$ cat src/rtl/sfifo_mem_ctrl.sv
// Single-clock FIFO: block-RAM storage with pointer/count control, standard or FWFT output.
// Optional sticky overflow/underflow detection is built only when SFIFO_ERR_FLAG_EN is defined.
module sfifo_mem_ctrl #(
   parameter int DATA_WIDTH    = 8,
   parameter int FIFO_DEPTH    = 16,
   parameter int FWFT          = 0,
   parameter int AFULL_THRESH  = 12,
   parameter int AEMPTY_THRESH = 4
) (
   input  logic                          clk_i,
   input  logic                          rst_i,
   input  logic                          wr_en_i,
   input  logic [DATA_WIDTH-1:0]         wr_data_i,
   output logic                          full_o,
   output logic                          afull_o,
   input  logic                          rd_en_i,
   output logic [DATA_WIDTH-1:0]         rd_data_o,
   output logic                          empty_o,
   output logic                          aempty_o,
   output logic [$clog2(FIFO_DEPTH):0]   count_o,
   output logic                          overflow_o,
   output logic                          underflow_o
);

   localparam int ADDR_WIDTH = $clog2(FIFO_DEPTH);

   typedef logic [ADDR_WIDTH-1:0] addr_t;
   typedef logic [ADDR_WIDTH:0]   cnt_t;

   localparam cnt_t DEPTH_LVL  = cnt_t'(FIFO_DEPTH);
   localparam cnt_t AFULL_LVL  = cnt_t'(AFULL_THRESH);
   localparam cnt_t AEMPTY_LVL = cnt_t'(AEMPTY_THRESH);
   localparam cnt_t CNT_ONE    = cnt_t'(1);
   localparam addr_t PTR_ONE   = addr_t'(1);

   (* ram_style = "block" *) logic [DATA_WIDTH-1:0] mem [FIFO_DEPTH];

   addr_t wr_ptr;
   addr_t rd_ptr;
   logic  wr_acc;

   assign full_o   = (count_o == DEPTH_LVL);
   assign afull_o  = (count_o >= AFULL_LVL);
   assign aempty_o = (count_o <= AEMPTY_LVL);
   assign wr_acc   = wr_en_i && !full_o;

   // NOTE: the storage array has no reset so it maps onto block RAM; the pointers alone define validity.
   always_ff @(posedge clk_i) begin
      if (wr_acc) mem[wr_ptr] <= wr_data_i;
   end

   always_ff @(posedge clk_i) begin
      if (rst_i)       wr_ptr <= '0;
      else if (wr_acc) wr_ptr <= wr_ptr + PTR_ONE;
   end

   generate
      if (FWFT == 0) begin : g_std
         logic rd_acc;
         assign rd_acc  = rd_en_i && (count_o != '0);
         assign empty_o = (count_o == '0);

         always_ff @(posedge clk_i) begin
            if (rst_i) begin
               rd_ptr    <= '0;
               count_o   <= '0;
               rd_data_o <= '0;
            end else begin
               if (rd_acc) begin
                  rd_data_o <= mem[rd_ptr];
                  rd_ptr    <= rd_ptr + PTR_ONE;
               end
               case ({wr_acc, rd_acc})
                  2'b10:   count_o <= count_o + CNT_ONE;
                  2'b01:   count_o <= count_o - CNT_ONE;
                  default: count_o <= count_o;
               endcase
            end
         end
      end else begin : g_fwft
         // rd_data_o is prefetch entry 0 (the head); pf_data1 is entry 1 behind it.
         cnt_t                  ram_cnt;
         logic [1:0]            pf_cnt;
         logic [1:0]            pf_cnt_shift;
         logic [DATA_WIDTH-1:0] pf_data1;
         logic                  pop;
         logic                  ram_ld;

         assign empty_o      = (pf_cnt == 2'd0);
         assign pop          = rd_en_i && !empty_o;
         assign pf_cnt_shift = pf_cnt - {1'b0, pop};
         assign ram_ld       = (ram_cnt != '0) && (pf_cnt_shift != 2'd2);

         always_ff @(posedge clk_i) begin
            if (rst_i) begin
               rd_ptr    <= '0;
               count_o   <= '0;
               ram_cnt   <= '0;
               pf_cnt    <= '0;
               pf_data1  <= '0;
               rd_data_o <= '0;
            end else begin
               if (pop && (pf_cnt == 2'd2)) rd_data_o <= pf_data1;
               if (ram_ld) begin
                  rd_ptr <= rd_ptr + PTR_ONE;
                  if (pf_cnt_shift == 2'd0) rd_data_o <= mem[rd_ptr];
                  else                      pf_data1  <= mem[rd_ptr];
               end
               pf_cnt <= pf_cnt_shift + {1'b0, ram_ld};
               case ({wr_acc, ram_ld})
                  2'b10:   ram_cnt <= ram_cnt + CNT_ONE;
                  2'b01:   ram_cnt <= ram_cnt - CNT_ONE;
                  default: ram_cnt <= ram_cnt;
               endcase
               case ({wr_acc, pop})
                  2'b10:   count_o <= count_o + CNT_ONE;
                  2'b01:   count_o <= count_o - CNT_ONE;
                  default: count_o <= count_o;
               endcase
            end
         end
      end
   endgenerate

`ifdef SFIFO_ERR_FLAG_EN
   always_ff @(posedge clk_i) begin
      if (rst_i) begin
         overflow_o  <= 1'b0;
         underflow_o <= 1'b0;
      end else begin
         if (wr_en_i && full_o)  overflow_o  <= 1'b1;
         if (rd_en_i && empty_o) underflow_o <= 1'b1;
      end
   end
`else
   assign overflow_o  = 1'b0;
   assign underflow_o = 1'b0;
`endif

endmodule

$ cat config.mk
export PLATFORM = sky130hd
export DESIGN_NAME = sfifo_mem_ctrl
export DESIGN_NICKNAME = d
export VERILOG_FILES = /design/src/rtl/sfifo_mem_ctrl.sv
export SDC_FILE = /design/constraint.sdc
export NUM_CORES = 1
export LEC_CHECK = 0
export ABC_AREA = 1
export CAP_MARGIN = 15
export CORE_ASPECT_RATIO = 0.7
export CORE_MARGIN = 2
export CORE_UTILIZATION = 60
export DETAILED_ROUTE_END_ITERATION = 12
export PLACE_DENSITY = 0.84
export SLEW_MARGIN = 25
export SYNTH_ARGS = -nofsm -noshare
export SYNTH_HDL_FRONTEND = slang
export SYNTH_SLANG_ARGS = --single-unit
$ cat constraint.sdc
create_clock -name clk_i -period 5.8 [get_ports clk_i]
set_clock_uncertainty 0.15 [all_clocks]
set_input_delay 1.16 -clock clk_i [delete_from_list [all_inputs] [get_ports clk_i]]
set_output_delay 1.16 -clock clk_i [all_outputs]
set_load 0.01 [all_outputs]
# Yosys cells after proc, flatten, opt, wreduce, memory -nomap -nowiden
# Memories as Yosys holds them, arrays and structs flattened. A register that Yosys moved wholly into a read port is not among the register bits.
# Index checks and enable logic that the tools add are counted.
word_totals:
  register_bits: 13
  ram_bits: 128
  in_bits: 12
  output_inout_bits: 19
  wordCells: 22
  n_memories: 1
mem_list:
  columns: ["name", "depth", "width", "rd", "rd_ports_with_merged_regs", "write_ports", "line_no", "source"]
  rows:
  - ["mem", 16, 8, 1, 1, 1, "36", "(* ram_style = \"block\" *) logic [DATA_WIDTH-1:0] mem [FIFO_DEPTH];"]
classes:
  n_addsub: 4
  order_cmp: 2
  n_eq_ne: 3
  mux: 3
  reduce_logical: 6
op_table:
  columns: ["cell", "count"]
  rows:
  - ["case mux 5 bit (2 select lines)", 1]
  - ["adder 4 x 1 -> 4 bit (second input constant)", 2]
  - ["adder 5 x 1 -> 5 bit (second input constant)", 1]
  - ["equality test 5 bit (second input constant)", 1]
  - ["greater-or-equal comparator 5 x 4 -> 1 bit (second input constant)", 1]
  - ["less-or-equal comparator 5 x 3 -> 1 bit (second input constant)", 1]
  - ["logical NOT 5 bit", 1]
  - ["nonzero test 5 bit", 1]
  - ["subtractor 5 x 1 -> 5 bit (second input constant)", 1]
  - ["equality test 2 x 1 -> 1 bit (second input constant)", 1]
  - ["equality test 2 bit (second input constant)", 1]
  - ["logical AND 1 bit", 2]
  - ["two-way mux 1 bit", 2]
  - ["nonzero test 2 bit", 1]
  - ["logical NOT 1 bit", 1]

# Logic depth before layout (Yosys ltp)
logic_depth:
  ltp_word: 5
  depth_mapped: 15

# Worst setup path before layout
# OpenSTA, ideal clock, no wires.
synth_path:
  kind: "input to register"
  startpoint: "input port rd_en_i"
  endpoint: "register count_o[4]"
  setup_ns: 0.132
  t_arrival_ns: 2.508
  setup_slack_ns: 3.009
  stages: 11
  n_path_buf: 1
  path_cell_list: "nand2_4 -> inv_2 -> buf_6 -> ha_1 -> fa_1 -> a21oi_1 -> nor2_1 -> o21bai_1 -> nand2_1 -> nand2_1 -> a21oi_1"
synth_between:
  elab_chain_cells: 3
  word_cells_on_any_way: 5
  classes_between: "eq/ne: 2; mux: 1; reduce/logical: 2"
synth_lines:
  columns: ["item", "line_no", "source"]
  rows:
  - ["start: declaration", "16", "input logic rd_en_i,"]
  - ["logical AND 1 bit *", "60", "assign rd_acc = rd_en_i && (count_o != '0);"]
  - ["named net g_std.rd_acc", "59", "logic rd_acc;"]
  - ["equality test 2 x 1 -> 1 bit / equality test 2 bit (equally long branches)", "73", "case ({wr_acc, rd_acc})"]
  - ["case mux 5 bit (2 select lines) / nonzero test 2 bit (equally long branches)", null, null]
  - ["end signal: assignment", "74", "2'b10: count_o <= count_o + CNT_ONE;"]
  - ["end signal: assignment", "75", "2'b01: count_o <= count_o - CNT_ONE;"]
  - ["end signal: assignment", "76", "default: count_o <= count_o;"]
  - ["end: declaration", "20", "output logic [$clog2(FIFO_DEPTH):0] count_o,"]
# The timed path passes the listed nets; every way through them passes the cells marked *.
# A chain may end at the register's enable or synchronous reset.

# Final worst setup path
layout_path:
  startpoint: "register count_o[0]"
  endpoint: "output port full_o"
layout_between:
  elab_chain_cells: 1
layout_lines:
  columns: ["item", "line_no", "source"]
  rows:
  - ["equality test 5 bit", "42", "assign full_o = (count_o == DEPTH_LVL);"]
  - ["end: declaration", "14", "output logic full_o,"]
# No other way between the ends.

==> results.md <==
- The overall die area is about 0.012 mm^2.
- The repair_antennas step left the layout with diodes totalling 0.
- At the later pin of the worst-skew pair, clock insertion delay measures 0.42 ns.
- The routed layout has ~4700 vias.
- The run finished with clean final reports.
- The smallest clock period supported by the final layout is computed as between 3 and 4 ns.
- The final routed wire length divided by cell count is 17.39 um.
- The count of TritonRoute iterations in the first routing pass is 6.
- The slew at the pin closest to its max-slew limit is 1.052 ns.
- Leaving out fill and tap cells, the most frequent cells in the layout are 216 x sky130_fd_sc_hd__nand2_1, 128 x sky130_fd_sc_hd__edfxtp_1, 97 x sky130_fd_sc_hd__inv_1, 85 x sky130_fd_sc_hd__nand3_1, 28 x sky130_fd_sc_hd__clkdlybuf4s50_1.
- For flop-to-flop paths, the worst setup slack is 2.70 ns.
- At the worst endpoint, the arrival time is 1.92 ns.
- The path with the worst hold slack has its endpoint at wr_ptr[3]$_SDFFE_PP0P_.
- The number of hold violations in the final report is 0.
- Derived from the worst setup path, the maximum achievable clock frequency is slightly above 0.3 GHz.
- The type of the worst min-delay path is flop to flop.
- At the end of routability-driven placement, the weighted congestion stood at 1.005.
- The final wirelength is 14.89 mm.
- CTS saw 149 sinks.
- The count of nets after finishing is between 700 and 800.
- The clock tree synthesis step divided the H-tree into 4 levels.
- The count of port buffers added during placement is 28.
- For this block, the initial DRC count from the detailed router was 546.
- Registers take 0.004265 mm^2.
- In the final layout, the share of cells above drive strength 1 is 0.07255.
- TritonCTS built the clock tree.
- The via count of the first global-routing pass is 4545.
- Power spread over the standard cell area amounts to 439.2 mW/mm^2.
- The worst hold margin is 0.3630 ns.
- The total of hold buffers inserted after clock tree synthesis is 0.
- Of the available clock period, the critical path in the final layout requires 0.5566.
- Summing all multi-input logic gate instances after layout gives around 0.0018 mm^2.
- Setup repair after global routing left no endpoint under its margin.
- Counting instances, the worst hold path has a depth of 2.
- Counting distinct cell types in the post-synthesis netlist gives 26.
- The number of antenna violations at the first check in global routing is 0.
- The area of the core is between 0.01 and 0.015 mm^2.
- In this run the most critical hold path is launched from wr_ptr[3]$_SDFFE_PP0P_.
- IR analysis of the VDD net gives a maximum drop of 332.7 uV.
- The worst register-to-register path begins at rd_ptr[0]$_SDFFE_PP0P_.
- The synthesis-to-layout area growth is 13.44%.
- The mean cell area of the mapped netlist is slightly below 10 um^2.
- The HPWL after detailed placement is 9.180 mm.
- The count of cells resized by post-cts repair is 0.
- After clock tree synthesis, the setup repair step added 0 buffers.
- STA puts the critical path data required time at approximately 4.5 ns.
- The final number of max-transition violations was 0.
- The x dimension of the die is 129.9 um.
- After synthesis the cells add up to 0.006655 mm^2.
- The clock tree root driver cell is sky130_fd_sc_hd__clkbuf_16.
- The total negative setup slack is 0 ns.
- The post-detailed-route via-to-cell ratio is 5.460.
- The remaining routing DRC violations is 0.
- The cell count after synthesis is 672.
- The sequential-to-total area share from yosys stat is 0.6407.
- The detail route stage leaves a number of antenna-violating nets equal to 0.
- The worst setup path is captured at an output pin.
- The final count of negative-setup-slack endpoints is 0.
- In this run, synthesis produced a sequential element count of between 100 and 150.
- Entering global routing, the biggest net connects 68 pins.
- Summed over all cells, the static leakage comes to ~3.2 nW.
- The reg-to-reg critical path endpoint is rd_data_o[4]$_SDFFE_PP0P_.
- The setup path with the least slack is of type flop to output pin.
- The reported max-cap violation count is 0.
- The maximum fanout encountered on the critical timing path is 5.
- The floorplan has 32 rows.
- During I/O placement, the number of pins put on the boundary was 31.
- The total congestion overflow is 0.
- The number of buffers inserted during clock tree synthesis is 17.
- In this run the tightest slew margin relative to its limit is 0.2981.
- No sink is reached through more buffers than the 2 on the longest clock path.
- The count of warnings emitted by yosys is 0.
- The library cell used most frequently in the layout, excluding fill and tap cells, is sky130_fd_sc_hd__nand2_1.
- The fill cell total of the finished layout is 774.
- The first-pass GRT wire length is 23.48 mm.
- The overall global routing resource usage is 0.2688.
- The sort of element at the start of the critical path is a flop.
- The number of cell instances on the worst register-to-register path is 10.
- The clock transition at the registers of the reported paths is ~0.060 ns.
- The initial cell density of the core is 0.6089.
- The die is 92.12 um tall.
## worst max-delay path, stage by stage, from the launching register on
cell and delay [ns]:
sky130_fd_sc_hd__dfxtp_1 0.38, sky130_fd_sc_hd__or2_4 0.29, sky130_fd_sc_hd__nor2_4 0.09, sky130_fd_sc_hd__nand3_1 0.11
sky130_fd_sc_hd__inv_1 0.09, sky130_fd_sc_hd__clkdlybuf4s50_1 0.53
## per-layer routing
| metal | wire, um | global-route usage |
|---|---|---|
| met1 | 6247 | 0.3721 |
| met2 | 6870 | 0.4097 |
| met3 | 1362 | 0.05776 |
| met4 | 404 | 0.1237 |
| met5 | 0 | 0 |
## flip-flops by register name, indices dropped and copies added (netlist names)
register and count:
rd_data_o 8, rd_ptr 4, wr_ptr 4, count_o 5
mem 128
## through the flow
| step | worst slack, ns | utilization | area (um^2) | power (mW) | cells |
|---|---|---|---|---|---|
| 2_1_floorplan | 3.009 | - | 6659 | 1.948 | 673 |
| 3_3_place_gp | 2.370 | 0.6375 | 6968 | 2.212 | 824 |
| 3_5_place_dp | 2.263 | 0.6375 | 6968 | 2.242 | 824 |
| 4_1_cts | 2.546 | 0.6906 | 7548 | 3.303 | 856 |
| 5_1_grt | 2.406 | 0.6907 | 7550 | 3.469 | 856 |
| 6_report | 2.572 | 0.6907 | 7550 | 3.316 | 856 |
## kinds of logic (layout without fill, tap and decap cells)
group | count (synthesis) | after routing | synth area share
buffers and inverters | 134 | 164 | 0.08441
and+or+nand+nor | 340 | 340 | 0.2211
other | 1 | 2 | 0.0005635
adders and majority gates | 10 | 10 | 0.01993
AOI/OAI and AO/OA | 31 | 31 | 0.02407
DFF | 149 | 149 | 0.6407
xor gates and xnor gates | 7 | 7 | 0.009212
## how the worst max path moves through the flow
| stage | start | endpoint | slack (ns) | cells past startpoint |
|---|---|---|---|---|
| final | count_o[0]$_SDFFE_PP0P_ | full_o | 2.57 | 5 |
| after global routing | rd_ptr[0]$_SDFFE_PP0P_ | rd_data_o[4]$_SDFFE_PP0P_ | 2.41 | 10 |
| after CTS | count_o[0]$_SDFFE_PP0P_ | full_o | 2.55 | 5 |
| after detailed placement | rd_en_i | count_o[4]$_SDFFE_PP0P_ | 2.26 | 11 |
| after global placement | rd_en_i | count_o[3]$_SDFFE_PP0P_ | 2.37 | 10 |
| after floorplan | rd_en_i | count_o[4]$_SDFFE_PP0P_ | 3.01 | 11 |
## cells in the mapped netlist
cell                       count  area (um^2)
sky130_fd_sc_hd__buf_2        17        85.08
sky130_fd_sc_hd__edfxtp_1    128         3844
sky130_fd_sc_hd__nand2_2       5        31.28
sky130_fd_sc_hd__buf_6         2        22.52
sky130_fd_sc_hd__nand3_2       9        90.09
sky130_fd_sc_hd__inv_2         3        11.26
sky130_fd_sc_hd__nand2_4       1        11.26
sky130_fd_sc_hd__nand3_1      85        425.4
sky130_fd_sc_hd__clkinv_1      2        7.510
sky130_fd_sc_hd__o21ai_0       9        45.04
sky130_fd_sc_hd__a21oi_1      20        100.1
sky130_fd_sc_hd__buf_4         6        45.04
sky130_fd_sc_hd__a211oi_1      1        7.510
sky130_fd_sc_hd__nand2_1     216        810.8
sky130_fd_sc_hd__conb_1        1        3.750
sky130_fd_sc_hd__xor2_1        7        61.31
sky130_fd_sc_hd__nor2_1       22        82.58
sky130_fd_sc_hd__fa_1          1        20.02
sky130_fd_sc_hd__or2_4         1        8.760
sky130_fd_sc_hd__o21bai_1      1        7.510
sky130_fd_sc_hd__nor2_4        1        11.26
sky130_fd_sc_hd__dfxtp_1      21        420.4
sky130_fd_sc_hd__ha_1          9        112.6
sky130_fd_sc_hd__clkbuf_1      6        22.52
sky130_fd_sc_hd__buf_1         1        3.750
sky130_fd_sc_hd__inv_1        97        364.1
## final cells by class
class / instances / share of cell area
Clock buffer: 26 / 0.07193
Clock inverter: 6 / 0.004972
Inverter: 102 / 0.05088
Multi-Input combinational cell: 390 / 0.2428
Sequential cell: 149 / 0.5650
Tap cell: 153 / 0.02536
Timing Repair Buffer: 30 / 0.03911
## power by group
group          internal (mW)  switching [mW]  total [mW]
combinational          0.338           0.621       0.959
clock                  0.645           0.420        1.07
sequential              1.24          0.0552        1.29
total                   2.22            1.10        3.32
Power figures use the tool's default switching activity.
